### src/rtl/down_timer12.sv
`default_nettype none
// ============================================================================
//  Module      : down_timer12
//  Description : Loadable down-counting timer with a one-cycle terminal-count
//                pulse, busy status and optional auto-reload from the last
//                loaded value.
//  Revision    : 1.0 - initial release
// ----------------------------------------------------------------------------
//  Ports
//    CLK   in   1      rising-edge clock
//    reset in   1      asynchronous active-high reset, clears all state
//    En    in   1      count enable (decrement only while high)
//    LA    in   1      synchronous load strobe, priority over En
//    load  in   WIDTH  value captured into count and reload register on LA
//    auto  in   1      1 = reload on expiry, 0 = one-shot
//    Out   out  WIDTH  current count (registered)
//    tc    out  1      terminal-count pulse, one cycle per expiry (registered)
//    busy  out  1      high while running (registered)
//    zero  out  1      Out == 0 (combinational from Out only)
// ============================================================================
module down_timer12 #(
   parameter int WIDTH = 12
) (
   input  logic             CLK,
   input  logic             reset,
   input  logic             En,
   input  logic             LA,
   input  logic [WIDTH-1:0] load,
   input  logic             auto,
   output logic [WIDTH-1:0] Out,
   output logic             tc,
   output logic             busy,
   output logic             zero
);

   localparam logic [0:0]       S_IDLE = 1'b0;
   localparam logic [0:0]       S_RUN  = 1'b1;
   localparam logic [WIDTH-1:0] c_ZERO = '0;
   localparam logic [WIDTH-1:0] c_ONE  = {{(WIDTH-1){1'b0}}, 1'b1};

   logic [0:0]       r_state;
   logic [WIDTH-1:0] r_cnt;
   logic [WIDTH-1:0] r_rld;
   logic             r_tc;

   logic [0:0]       w_state_nxt;
   logic [WIDTH-1:0] w_cnt_nxt;
   logic [WIDTH-1:0] w_rld_nxt;
   logic             w_tc_nxt;

   // State register: FSM state together with the registered datapath.
   always_ff @(posedge CLK or posedge reset) begin
      if (reset) begin
         r_state <= S_IDLE;
         r_cnt   <= c_ZERO;
         r_rld   <= c_ZERO;
         r_tc    <= 1'b0;
      end else begin
         r_state <= w_state_nxt;
         r_cnt   <= w_cnt_nxt;
         r_rld   <= w_rld_nxt;
         r_tc    <= w_tc_nxt;
      end
   end

   // Next-state logic. tc defaults low so it can only ever last one cycle.
   always_comb begin
      w_state_nxt = r_state;
      w_cnt_nxt   = r_cnt;
      w_rld_nxt   = r_rld;
      w_tc_nxt    = 1'b0;

      if (LA) begin
         // A load always wins, even on the expiry edge, and suppresses tc.
         w_cnt_nxt   = load;
         w_rld_nxt   = load;
         w_state_nxt = (load != c_ZERO) ? S_RUN : S_IDLE;
      end else if ((r_state == S_RUN) && En) begin
         if (r_cnt == c_ONE) begin
            // Expiry replaces the decrement from 1, so the count never
            // underflows. In RUN the reload value is always non-zero.
            w_tc_nxt = 1'b1;
            if (auto) begin
               w_cnt_nxt = r_rld;
            end else begin
               w_cnt_nxt   = c_ZERO;
               w_state_nxt = S_IDLE;
            end
         end else begin
            w_cnt_nxt = r_cnt - c_ONE;
         end
      end
   end

   // Output logic: all outputs come straight from registers except zero.
   always_comb begin
      Out  = r_cnt;
      tc   = r_tc;
      busy = (r_state == S_RUN);
      zero = (r_cnt == c_ZERO);
   end

endmodule
`default_nettype wire

### config.mk
export PLATFORM = sky130hd
export DESIGN_NAME = down_timer12
export DESIGN_NICKNAME = d
export VERILOG_FILES = /design/src/rtl/down_timer12.sv
export SDC_FILE = /design/constraint.sdc
export NUM_CORES = 1
export LEC_CHECK = 0
export CORE_MARGIN = 1.5
export CORE_UTILIZATION = 55
export DETAILED_ROUTE_END_ITERATION = 8
export PLACE_DENSITY_LB_ADDON = 0.12
export SLEW_MARGIN = 40
export SYNTH_ARGS = -nofsm -noshare
export SYNTH_HDL_FRONTEND = slang
export SYNTH_SLANG_ARGS = --single-unit
### constraint.sdc
create_clock -name CLK -period 2.86 [get_ports CLK]
set_input_delay 0.715 -clock CLK [delete_from_list [all_inputs] [get_ports CLK]]
set_output_delay 0.715 -clock CLK [all_outputs]
set_load 0.005 [all_outputs]
# == Word-level counts from Yosys, hierarchy flattened ==
# Cells that the tools add are included.
# word_totals
out_inout_bits,15
elab_cells,25
reg_bits,26
latch_bits,0
n_memories,0
mem_bits_ro,0
in_bits,17
mem_bits_rw,0
# op_classes
n_lt_le_gt_ge,0
n_bitwise,0
n_mux,12
reduce_logical,6
n_div,0
mul,0
add_sub_neg,1
n_eq_ne,2
n_shift,0
# ops
cell,n
12-bit two-way mux,4
12-bit by 1-bit equality test with 1-bit output (second input constant),1
12-bit zero test,1
12-bit nonzero test,1
12-bit by 1-bit subtractor with 12-bit output (second input constant),1
1-bit two-way mux,8
2-bit nonzero test,2
3-bit AND reduction,1
2-bit != test (second input constant),1
1-bit logical AND,1

# == Depth between registers and ports, before layout ==
# Gate-level depths: netlist of run 1.
# depth
depth_word,4
depth_mapped,6
mapped_depth_nobuf,6

# == Least setup slack after synthesis of run 1 ==
# OpenSTA, ideal clock, no wires.
# synth_timing
path_kind,reg2out
startpoint,reg r_cnt[4] (netlist: Out[4])
endpoint,out zero
path_stages_with_launch,5
arrival_ns,1.371
path_slack_ns,0.774
n_path_buf,2
t_required_ns,2.145
path_cell_list,dfrtp_1 buf_6 or4_4 buf_6 nor3_1
# synth_between
elab_chain_cells,1
# synth_rtl
element,line,rtl
start: declaration,42,logic [WIDTH-1:0] r_cnt;
start signal: assignment,55,r_cnt <= c_ZERO;
start signal: assignment,60,r_cnt <= w_cnt_nxt;
12-bit zero test,100,zero = (r_cnt == c_ZERO);
end: declaration,33,output logic zero
# Every way passes these cells.

# == Final worst setup path of run 1 ==
# layout_timing
startpoint,reg r_cnt[3] (netlist: Out[3])
endpoint,out zero
# The elaborated chain is that of the path after synthesis.

==> key figures, run 1 <==
Power
  • Peak supply drop: roughly 0.00040 V
  • Post-layout total power: 904.0 uW
  • PwrDens: about 450 nW/um^2
  • Leak Pwr: roughly 0.83 nW

Clock tree
  • Clock Pin Slew Worst Setup and Hold Paths: approximately 0.14 ns
  • CTS Root Cell: clkbuf_4
  • Clock sink total: 26
  • TritonCTS Buffers: 3
  • CTS tree: yes
  • # H-tree levels: 1
  • Clock Latency Late Sink: about 0.33 ns
  • CTS hold repair buffers: 0
  • Clock Path Buffers: 2

Cells and area
  • Reg area: about 650 sq um
  • Core Util, Final: roughly three quarters
  • Filler instances: 221
  • Area Growth Syn to Fin: 26.82%
  • Multi-input logic area: 832.0 sq um
  • N_diodes: 0
  • Design Area, Final: roughly 2000 sq um
  • Post-route insts no fill: 238
  • Share of layout cells above drive strength 1: about 16%
  • Final #Nets: approximately 230

Synth
  • Register area share after synthesis: 41.14%
  • Synth Area in Simple Gates: ~22%
  • Multiplexer share of the synthesized area: about 7%
  • Post-synth EDFFs: 0
  • Syn nets: 190
  • Primary FF master, synth: dfrtp_1
  • Synth warn: 0
  • Adder-cell share of the synthesized area: roughly 2.4%
  • FF+latch count, synth: 26
  • Post-Synth XOR/XNOR Area: approximately 1.7%
  • Synth Instances: 170
  • Main combinational cell family by area after synthesis: simple AND/OR/NAND/NOR gates
  • Yosys cell types: 46
  • Mapped cell area: roughly 1600 sq um
  • Async SR Flop Fraction: 100.0%
  • Synth Area in Compound Gates: 19.46%
  • Avg Inst Size Synth: 9.303 sq um

Critical path
  • CP top delay family: simple AND/OR/NAND/NOR gates
  • Worst Setup End Kind: output port
  • Kind of critical path: flop to output port
  • Critical Path AT: between 2 and 2.5 ns
  • Ordered list of cells on the worst path: or4_4 -> nor3_2 -> clkdlybuf4s50_1
  • CP Data Required Time: ~2.1 ns
  • Worst path slowest cell: or4_4
  • CP Launch Type: flop
  • Max stage delay on crit path: around 0.56 ns
  • Critical path buffers and inverters: 1
  • Crit-path max FO: 7

Die
  • Total core area: between 2000 and 3000 sq um
  • Die footprint: about 3200 sq um
  • Cell row count: 19
  • Initial core utilization: between 50% and 60%
  • Die Y: approximately 57 um
  • Die span in x: about 57 um
  • I/O pins: 32

Global route
  • Gr usage total: 29.44%
  • Largest net degree at the start of global routing: 27
  • Vias in the first global route: around 1500
  • Gr ovfl total: 0
  • Initial antenna violation count: 0
  • First-pass GRT wire length: a little over 7000 um

Timing
  • Measured slew at the worst slew-check pin: between 0.5 and 0.6 ns
  • RSZ-0062 raised after global routing: false
  • Max-slew violation count: 0
  • Crit share post-route: 97.21%
  • Final setup viols: 0
  • Final min period: around 2.8 ns
  • Worst setup margin: around 0.08 ns
  • TNS Setup: 0 ns
  • Layout Skew: between 0.003 and 0.004 ns
  • Final hold vios: 0
  • Slew headroom: about 62%
  • Final hold slack: between 0.5 and 0.6 ns
  • FMAX: ~360 MHz

Detailed routing
  • Routed len/inst: between 15 and 20 um
  • WL final: about 4300 um
  • Vias/cell: between 6 and 7
  • 1st-iter DRT viols: roughly 100
  • DRC: 0
  • Antenna-violating nets left: 0
  • Detailed-route via count: about 1500
  • Drt pass-1 iters: 4

Placement
  • Hpwl dp: between 3000 and 4000 um
  • Port Buf Inserts: 31
  • Placer Congestion: ~1
  • Placed cell area: 1932 sq um
  • Cell Count Post-Placement: 230
  • Dpl ws: around 0.35 ns

Job
  • Total of max-cap violations: 0

Status
  • Status: finished, final reports clean

Min path
  • HP Class: flop to flop
-- synth_stat cells (4+ instances only) --
| cell | n | share of area (%) |
|---|---|---|
| a21oi_1 | 7 | 2.2 |
| a31oi_1 | 4 | 1.6 |
| clkbuf_1 | 5 | 1.2 |
| dfrtp_1 | 26 | 41 |
| inv_1 | 14 | 3.3 |
| mux2_2 | 7 | 5.0 |
| nand2_1 | 13 | 3.1 |
| nand3_1 | 6 | 1.9 |
| nor2_1 | 8 | 1.9 |
| nor3_1 | 5 | 1.6 |
| nor4_1 | 8 | 3.2 |
| o21ai_0 | 9 | 2.8 |
-- sequential cells by signal, summed over array words and instances (netlist names) --
name and flops:
r_rld 12, tc 1, Out 12, busy 1
-- logic make-up (layout without fill, tap and decap cells) --
logic type | count (synthesis) | in the layout
and+or+nand+nor | 60 | 60
AOI/OAI and AO/OA | 45 | 45
DFF | 26 | 26
buffers and inverters | 23 | 60
muxes | 10 | 10
adders and majority gates | 3 | 3
xor gates and xnor gates | 3 | 3
-- final timing paths --
path	depth (start not counted)	start	to	slack (ns)
worst max-delay path	3	Out[3]	zero	0.08
worst min-delay path	1	r_rld[5]	r_rld[5]	0.54
worst max register to register	4	Out[9]	Out[9]	0.78
worst min register to register	1	r_rld[5]	r_rld[5]	0.54
max in group asynchronous	3	reset	Out[3]	1.88
min in group asynchronous	3	reset	r_rld[4]	0.71
-- power by group --
| group | internal [mW] | total [mW] | switching, mW |
|---|---|---|---|
| sequential | 0.407 | 0.457 | 0.0499 |
| clock | 0.0780 | 0.193 | 0.115 |
| combinational | 0.134 | 0.255 | 0.120 |
-- cell type report --
| cell class | count | share of cell area (%) |
|---|---|---|
| sequential | 26 | 32.56 |
| clock buffer | 4 | 1.809 |
| multi-input combinational | 121 | 41.48 |
| tap | 31 | 1.934 |
| inverter | 14 | 2.620 |
| timing repair buffer | 42 | 19.59 |
-- timing repair --
item | in CTS | in global routing
endpoints found under the hold margin | 0 | 0
endpoints found under the setup margin | 1 | 1
gates resized for setup | 2 | 1
buffers inserted | 2 | 2
-- routing by layer --
metal	wire [um]	track usage, %
met5	0	0
met1	1834	40.66
met4	128	15.99
met2	2079	45.18
met3	263	3.226
-- placed cells by master, fill, tap and decap left out, types with 3 or more instances in the layout --
cell type | netlist | final
clkdlybuf4s50_1 | 0 | 31
dfrtp_1 | 26 | 24
inv_1 | 14 | 14
nand2_1 | 13 | 13
buf_4 | 0 | 11
o21ai_0 | 9 | 9
nor4_1 | 8 | 8
nor2_1 | 8 | 8
mux2_2 | 7 | 7
a21oi_1 | 7 | 7
nand3_1 | 6 | 6
nor3_1 | 5 | 4
a31oi_1 | 4 | 4
or2_2 | 3 | 3
o2111ai_1 | 3 | 3
nand4_1 | 3 | 3
o22ai_1 | 3 | 3
xor2_1 | 3 | 3
mux2i_1 | 3 | 3
ha_1 | 3 | 3
clkbuf_4 | 0 | 3
No activity file was read; power rests on OpenSTA's default activity.
==> inputs of run 2 (changes only) <==
--- a/config.mk
+++ b/config.mk
@@ -6,7 +6,7 @@
 export NUM_CORES = 1
 export LEC_CHECK = 0
 export CORE_MARGIN = 1.5
-export CORE_UTILIZATION = 55
+export CORE_UTILIZATION = 50
 export DETAILED_ROUTE_END_ITERATION = 8
 export PLACE_DENSITY_LB_ADDON = 0.12
 export SLEW_MARGIN = 40
==> key figures, run 2 (synthesis results as in run 1) <==
Die
  • Total core area: 3028 sq um (+11%)
  • Die Y: 59.24 um (+4.6%)
  • Cell row count: 20 (+1)
  • Die span in x: 59.24 um (+4.6%)
  • Initial core utilization: 52.23% (-5.6 points)
  • Die footprint: 3509 sq um (+9.4%)
  • I/O pins: 32 (unchanged)

Cells and area
  • Commonest cells after routing, fill and taps aside: 31 x clkdlybuf4s50_1, 24 x dfrtp_1, 14 x inv_1, 13 x nand2_1, 10 x buf_4
  • Area Growth Syn to Fin: 27.37%
  • Share of layout cells above drive strength 1: 15.53% (-0.41 points)
  • N_diodes: 0 (unchanged)
  • Commonest non-fill, non-tap cell in the layout: clkdlybuf4s50_1
  • Final #Nets: 227 (-0.44%)

Job
  • Total of max-cap violations: 0 (unchanged)

Clock tree
  • CTS hold repair buffers: 0 (unchanged)
  • Clock sink total: 26 (unchanged)
  • CTS tree: yes
  • TritonCTS Buffers: 3 (unchanged)
  • Clock Path Buffers: 2 (unchanged)
  • # H-tree levels: 1 (unchanged)
  • CTS Root Cell: clkbuf_4
  • Clock Pin Slew Worst Setup and Hold Paths: 0.15 ns (about the same)
  • Clock Latency Late Sink: 0.33 ns (about the same)

Global route
  • Gr usage total: 27.27% (-2.2 points)
  • Gr ovfl total: 0 (unchanged)
  • Initial antenna violation count: 0 (unchanged)
  • First-pass GRT wire length: 7224 um (+0.67%)
  • Largest net degree at the start of global routing: 27 (unchanged)
  • Vias in the first global route: 1456 (-1.8%)

Min path
  • Critical hold path startpoint: r_rld[1]
  • HP Class: flop to flop
  • Hold depth: 1 (unchanged)
  • Worst hold path endpoint: r_rld[1]

Detailed routing
  • Drt pass-1 iters: 4 (unchanged)
  • DRC: 0 (unchanged)
  • Vias/cell: 6.052 (-5.5%)
  • Antenna-violating nets left: 0 (unchanged)
  • 1st-iter DRT viols: 102 (+0.99%)
  • Routed len/inst: 17.24 um (-4.7%)
  • Detailed-route via count: 1513 (-0.79%)
  • WL final: 4309 um (+0.12%)

Critical path
  • Crit-path max FO: 7 (unchanged)
  • Max stage delay on crit path: 0.56 ns (about the same)
  • CP Launch Type: flop
  • CP Data Required Time: 2.14 ns (about the same)
  • R2r setup slk: 0.76 ns (-0.02 ns)
  • Worst Setup End Kind: output port
  • Critical Path AT: 2.10 ns (+0.03 ns)
  • Kind of critical path: flop to output port
  • Ordered list of cells on the worst path: or4_4 -> nor3_2 -> clkdlybuf4s50_1
  • Worst path slowest cell: or4_4
  • Worst Reg2Reg Path Length in Cells: 4 (unchanged)
  • RR Endpoint: Out[5]
  • R2r startpoint: Out[8]

Timing
  • Final min period: 2.816 ns (+0.03612 ns)
  • TNS Setup: 0 ns (unchanged)
  • Crit share post-route: 98.47% (+1.3 points)
  • Slew headroom: 58.28% (-3.3 points)
  • Max-slew violation count: 0 (unchanged)
  • Layout Skew: 0.01152 ns (+0.007807 ns)
  • Measured slew at the worst slew-check pin: 0.6212 ns (+0.04971 ns)
  • Worst setup margin: 0.04365 ns (-0.03612 ns)
  • Final hold slack: 0.5271 ns (-0.008837 ns)
  • Final setup viols: 0 (unchanged)
  • Final hold vios: 0 (unchanged)
  • FMAX: 355.1 MHz (-1.3%)

Placement
  • Dpl ws: 0.3471 ns (-0.002279 ns)
  • Port Buf Inserts: 31 (unchanged)
  • Hpwl dp: 3088 um (-2.5%)
  • Placer Congestion: 0.8685 (-12%)

Power
  • Post-layout total power: 901.1 uW (-0.32%)
  • Peak supply drop: 0.0003427 V (-14%)
  • PwrDens: 447.3 nW/um^2 (-0.76%)
  • Leak Pwr: 0.8293 nW (-0.50%)

Status
  • Status: finished, final reports clean
[run 2: final cells by class]
| cell class | instances | area (sq um) |
|---|---|---|
| Clock buffer | 4 | 36.28 |
| Fill cell | 263 | 1013 |
| Inverter | 14 | 52.55 |
| Multi-Input combinational cell | 121 | 832.0 |
| Sequential cell | 26 | 653.1 |
| Tap cell | 44 | 55.05 |
| Timing Repair Buffer | 41 | 385.4 |
[run 2: critical path: cells and delay by family, from the launching register on]
family	cells	cell delay, ns
buffers and inverters	1	0.52
DFF	1	0.47
and+or+nand+nor	2	0.77
[run 2: worst max-delay path by stage]
stage / end / cells after the start / startpoint / slack, ns
after floorplan: zero / 4 / Out[4] / 0.77
after global placement: zero / 3 / Out[4] / 0.37
after detailed placement: zero / 3 / Out[4] / 0.35
after CTS: zero / 3 / Out[3] / 0.006
after global routing: zero / 4 / Out[9] / -0.002
final: zero / 3 / Out[3] / 0.04
[run 2: per-layer routing]
metal	vias up	wire length [um]	GRT usage (%)
li1	707	-	-
met1	739	1970	39.25
met2	63	2035	43.96
met3	4	270	3.057
met4	0	33	6.494
met5	-	0	0
[run 2: timing repair]
action / 4_1_cts / 5_1_grt
gates resized for setup: 2 / 1
setup buffers: 2 / 2
endpoints found under the setup margin: 1 / 1
hold endpoints to repair: 0 / 0
gates cloned: 0 / 0
[run 2: report_power, final]
group	internal, mW	switching, mW
Clock	0.0780	0.114
Sequential	0.407	0.0479
Combinational	0.134	0.120
[run 2: stage by stage]
step           cells  instance area [sq um]  util [%]
6_report         250                   2014     66.53
5_1_grt          250                   2014     66.53
4_1_cts          248                   1994     65.87
3_5_place_dp     242                   1941     64.09
3_3_place_gp     242                   1941     64.09
2_1_floorplan    170                   1582         -
==> inputs of run 3 (changes only) <==
--- a/config.mk
+++ b/config.mk
@@ -5,10 +5,12 @@
 export SDC_FILE = /design/constraint.sdc
 export NUM_CORES = 1
 export LEC_CHECK = 0
+export CORE_ASPECT_RATIO = 0.9
 export CORE_MARGIN = 1.5
 export CORE_UTILIZATION = 50
 export DETAILED_ROUTE_END_ITERATION = 8
 export PLACE_DENSITY_LB_ADDON = 0.12
+export SKIP_LAST_GASP = 1
 export SLEW_MARGIN = 40
 export SYNTH_ARGS = -nofsm -noshare
 export SYNTH_HDL_FRONTEND = slang
==> key figures, run 3 (synthesis results as in run 1) <==
Cells and area
  • N_diodes: 0 (unchanged)
  • Commonest cells after routing, fill and taps aside: 31 x clkdlybuf4s50_1, 25 x dfrtp_1, 14 x inv_1, 14 x buf_4, 13 x nand2_1
  • Share of layout cells above drive strength 1: 16.19% (+0.66 points)
  • Core Util, Final: 67.43% (+0.91 points)
  • Commonest non-fill, non-tap cell in the layout: clkdlybuf4s50_1
  • Area Growth Syn to Fin: 29.75%
  • Filler instances: 286 (+8.7%)
  • Design Area, Final: 2052 sq um (+1.9%)
  • Final #Nets: 231 (+1.8%)

Critical path
  • Worst Setup End Kind: output port
  • RR Endpoint: Out[5]
  • Worst Reg2Reg Path Length in Cells: 4 (unchanged)
  • R2r startpoint: Out[9]
  • CP Data Required Time: 2.14 ns (about the same)
  • Crit path launch: Out[3]
  • CP Capture Point: zero
  • CP Launch Type: flop
  • R2r setup slk: 0.72 ns (-0.04 ns)
  • CP top delay family: simple AND/OR/NAND/NOR gates
  • Kind of critical path: flop to output port
  • Levels on crit path: 3 (unchanged)
  • Worst path slowest cell: or4_4
  • Crit-path max FO: 7 (unchanged)
  • Max stage delay on crit path: 0.56 ns (about the same)
  • Critical path buffers and inverters: 1 (unchanged)
  • Ordered list of cells on the worst path: or4_4 -> nor3_1 -> clkdlybuf4s50_1
  • Critical Path AT: 2.11 ns (about the same)

Placement
  • Port Buf Inserts: 31 (unchanged)
  • Placed cell area: 1968 sq um (+1.4%)
  • Hpwl dp: 3235 um (+4.8%)
  • Placer Congestion: 0.9262 (+6.6%)
  • Dpl ws: 0.3860 ns (+0.03893 ns)

Detailed routing
  • Vias/cell: 6.044 (-0.14%)
  • Antenna-violating nets left: 0 (unchanged)
  • Routed len/inst: 17.02 um (-1.3%)
  • 1st-iter DRT viols: 108 (+5.9%)
  • Detailed-route via count: 1523 (+0.66%)
  • Drt pass-1 iters: 5 (+1)
  • DRC: 0 (unchanged)
  • WL final: 4288 um (-0.49%)

Timing
  • Max-slew violation count: 0 (unchanged)
  • Final min period: 2.825 ns (+0.008823 ns)
  • Layout Skew: 0.003656 ns (-0.007865 ns)
  • Crit share post-route: 98.78% (+0.31 points)
  • Final setup viols: 0 (unchanged)
  • FMAX: 354.0 MHz (-0.31%)
  • Final hold vios: 0 (unchanged)
  • Measured slew at the worst slew-check pin: 0.6085 ns (-0.01261 ns)
  • Worst setup margin: 0.03483 ns (-0.008823 ns)
  • Slew headroom: 59.13% (+0.85 points)
  • Final hold slack: 0.5286 ns (+0.001552 ns)

Power
  • PwrDens: 475.6 nW/um^2 (+6.3%)
  • P_sw: 288.6 uW (+2.2%)
  • Leak Pwr: 0.8562 nW (+3.2%)
  • Peak supply drop: 0.0002516 V (-27%)
  • Post-layout total power: 975.9 uW (+8.3%)
  • Part of the power in registers: 46.6% (-3.9 points)
  • Internal power: 687.4 uW (+11%)
  • Clock Power Share: 27.0% (+5.7 points)
  • Fraction of power spent switching nets: 29.57% (-1.8 points)
  • Part of the power in combinational logic: 26.4% (-1.8 points)

Clock tree
  • Clock Pin Slew Worst Setup and Hold Paths: 0.15 ns (about the same)
  • CTS Root Cell: clkbuf_4
  • CTS tree: yes
  • CTS hold repair buffers: 0 (unchanged)
  • Clock Latency Late Sink: 0.34 ns (about the same)
  • TritonCTS Buffers: 3 (unchanged)
  • Clock Path Buffers: 2 (unchanged)
  • # H-tree levels: 1 (unchanged)
  • Clock sink total: 26 (unchanged)

Global route
  • Gr usage total: 25.21% (-2.1 points)
  • Vias in the first global route: 1378 (-5.4%)
  • Gr ovfl total: 0 (unchanged)
  • Largest net degree at the start of global routing: 27 (unchanged)
  • Initial antenna violation count: 0 (unchanged)
  • First-pass GRT wire length: 6900 um (-4.5%)

Die
  • Die footprint: 3510 sq um (about the same)
  • I/O pins: 32 (unchanged)
  • Die span in x: 62.29 um (+5.1%)
  • Total core area: 3043 sq um (+0.50%)
  • Cell row count: 19 (-5.0%)
  • Initial core utilization: 51.97% (-0.26 points)
  • Die Y: 56.36 um (-4.9%)

Job
  • Total of max-cap violations: 0 (unchanged)

Status
  • Status: finished, final reports clean

Min path
  • HP Class: flop to flop
run 3: changes by cell type in the layout (fill, tap and decap cells not counted):
cell       change
buf_4          +4
bufinv_16      +1
clkbuf_8       -1
dfrtp_1        +1
dfrtp_2        -1
nor3_1         +1
nor3_2         -1
run 3: how the worst min path moves through the flow:
stage / start / endpoint / slack [ns] / cells past startpoint
3_5_place_dp: r_rld[7] / r_rld[7] / 0.50 / 1
3_3_place_gp: r_rld[7] / r_rld[7] / 0.49 / 1
2_1_floorplan: r_rld[3] / Out[3] / 0.48 / 2
6_report: r_rld[7] / r_rld[7] / 0.53 / 1
5_1_grt: r_rld[3] / r_rld[3] / 0.55 / 1
4_1_cts: r_rld[7] / r_rld[7] / 0.53 / 1
run 3: power by group through the flow:
stage	combinational, mW	sequential (mW)	clock [mW]
2_1_floorplan	0.131	0.453	0
3_3_place_gp	0.236	0.460	0
3_5_place_dp	0.240	0.463	0
4_1_cts	0.246	0.453	0.265
5_1_grt	0.282	0.461	0.281
6_report	0.258	0.455	0.263
run 3: layout make-up:
cell class | instances | area (sq um) | area share [%]
well taps | 42 | 52.55 | 2.561
clock inverters | 1 | 30.03 | 1.463
inverters | 14 | 52.55 | 2.561
multi-input cells | 121 | 827.0 | 40.30
flip-flops and latches | 26 | 651.9 | 31.77
repair buffers | 45 | 415.4 | 20.24
clock buffers | 3 | 22.52 | 1.098
run 3: per-layer routing:
metal	global-route usage, %	part of all wire, %	vias to the layer above
li1	-	-	723
met1	34.63	44	728
met2	40.84	47	63
met3	4.208	6.4	9
met4	8.571	2.1	0
met5	0	0	-
run 3: stage by stage:
stage	instances	setup TNS, ns
after CTS	249	0
after global routing	252	-0.005128
after floorplan	170	0
final	252	0
after detailed placement	244	0
after global placement	244	0
run 3: timing repair:
item | CTS | global route
setup endpoints to repair | 1 | 1
endpoints found under the hold margin | 0 | 0
gates cloned | 0 | 0
buffers inserted | 1 | 3
resized for setup | 0 | 1
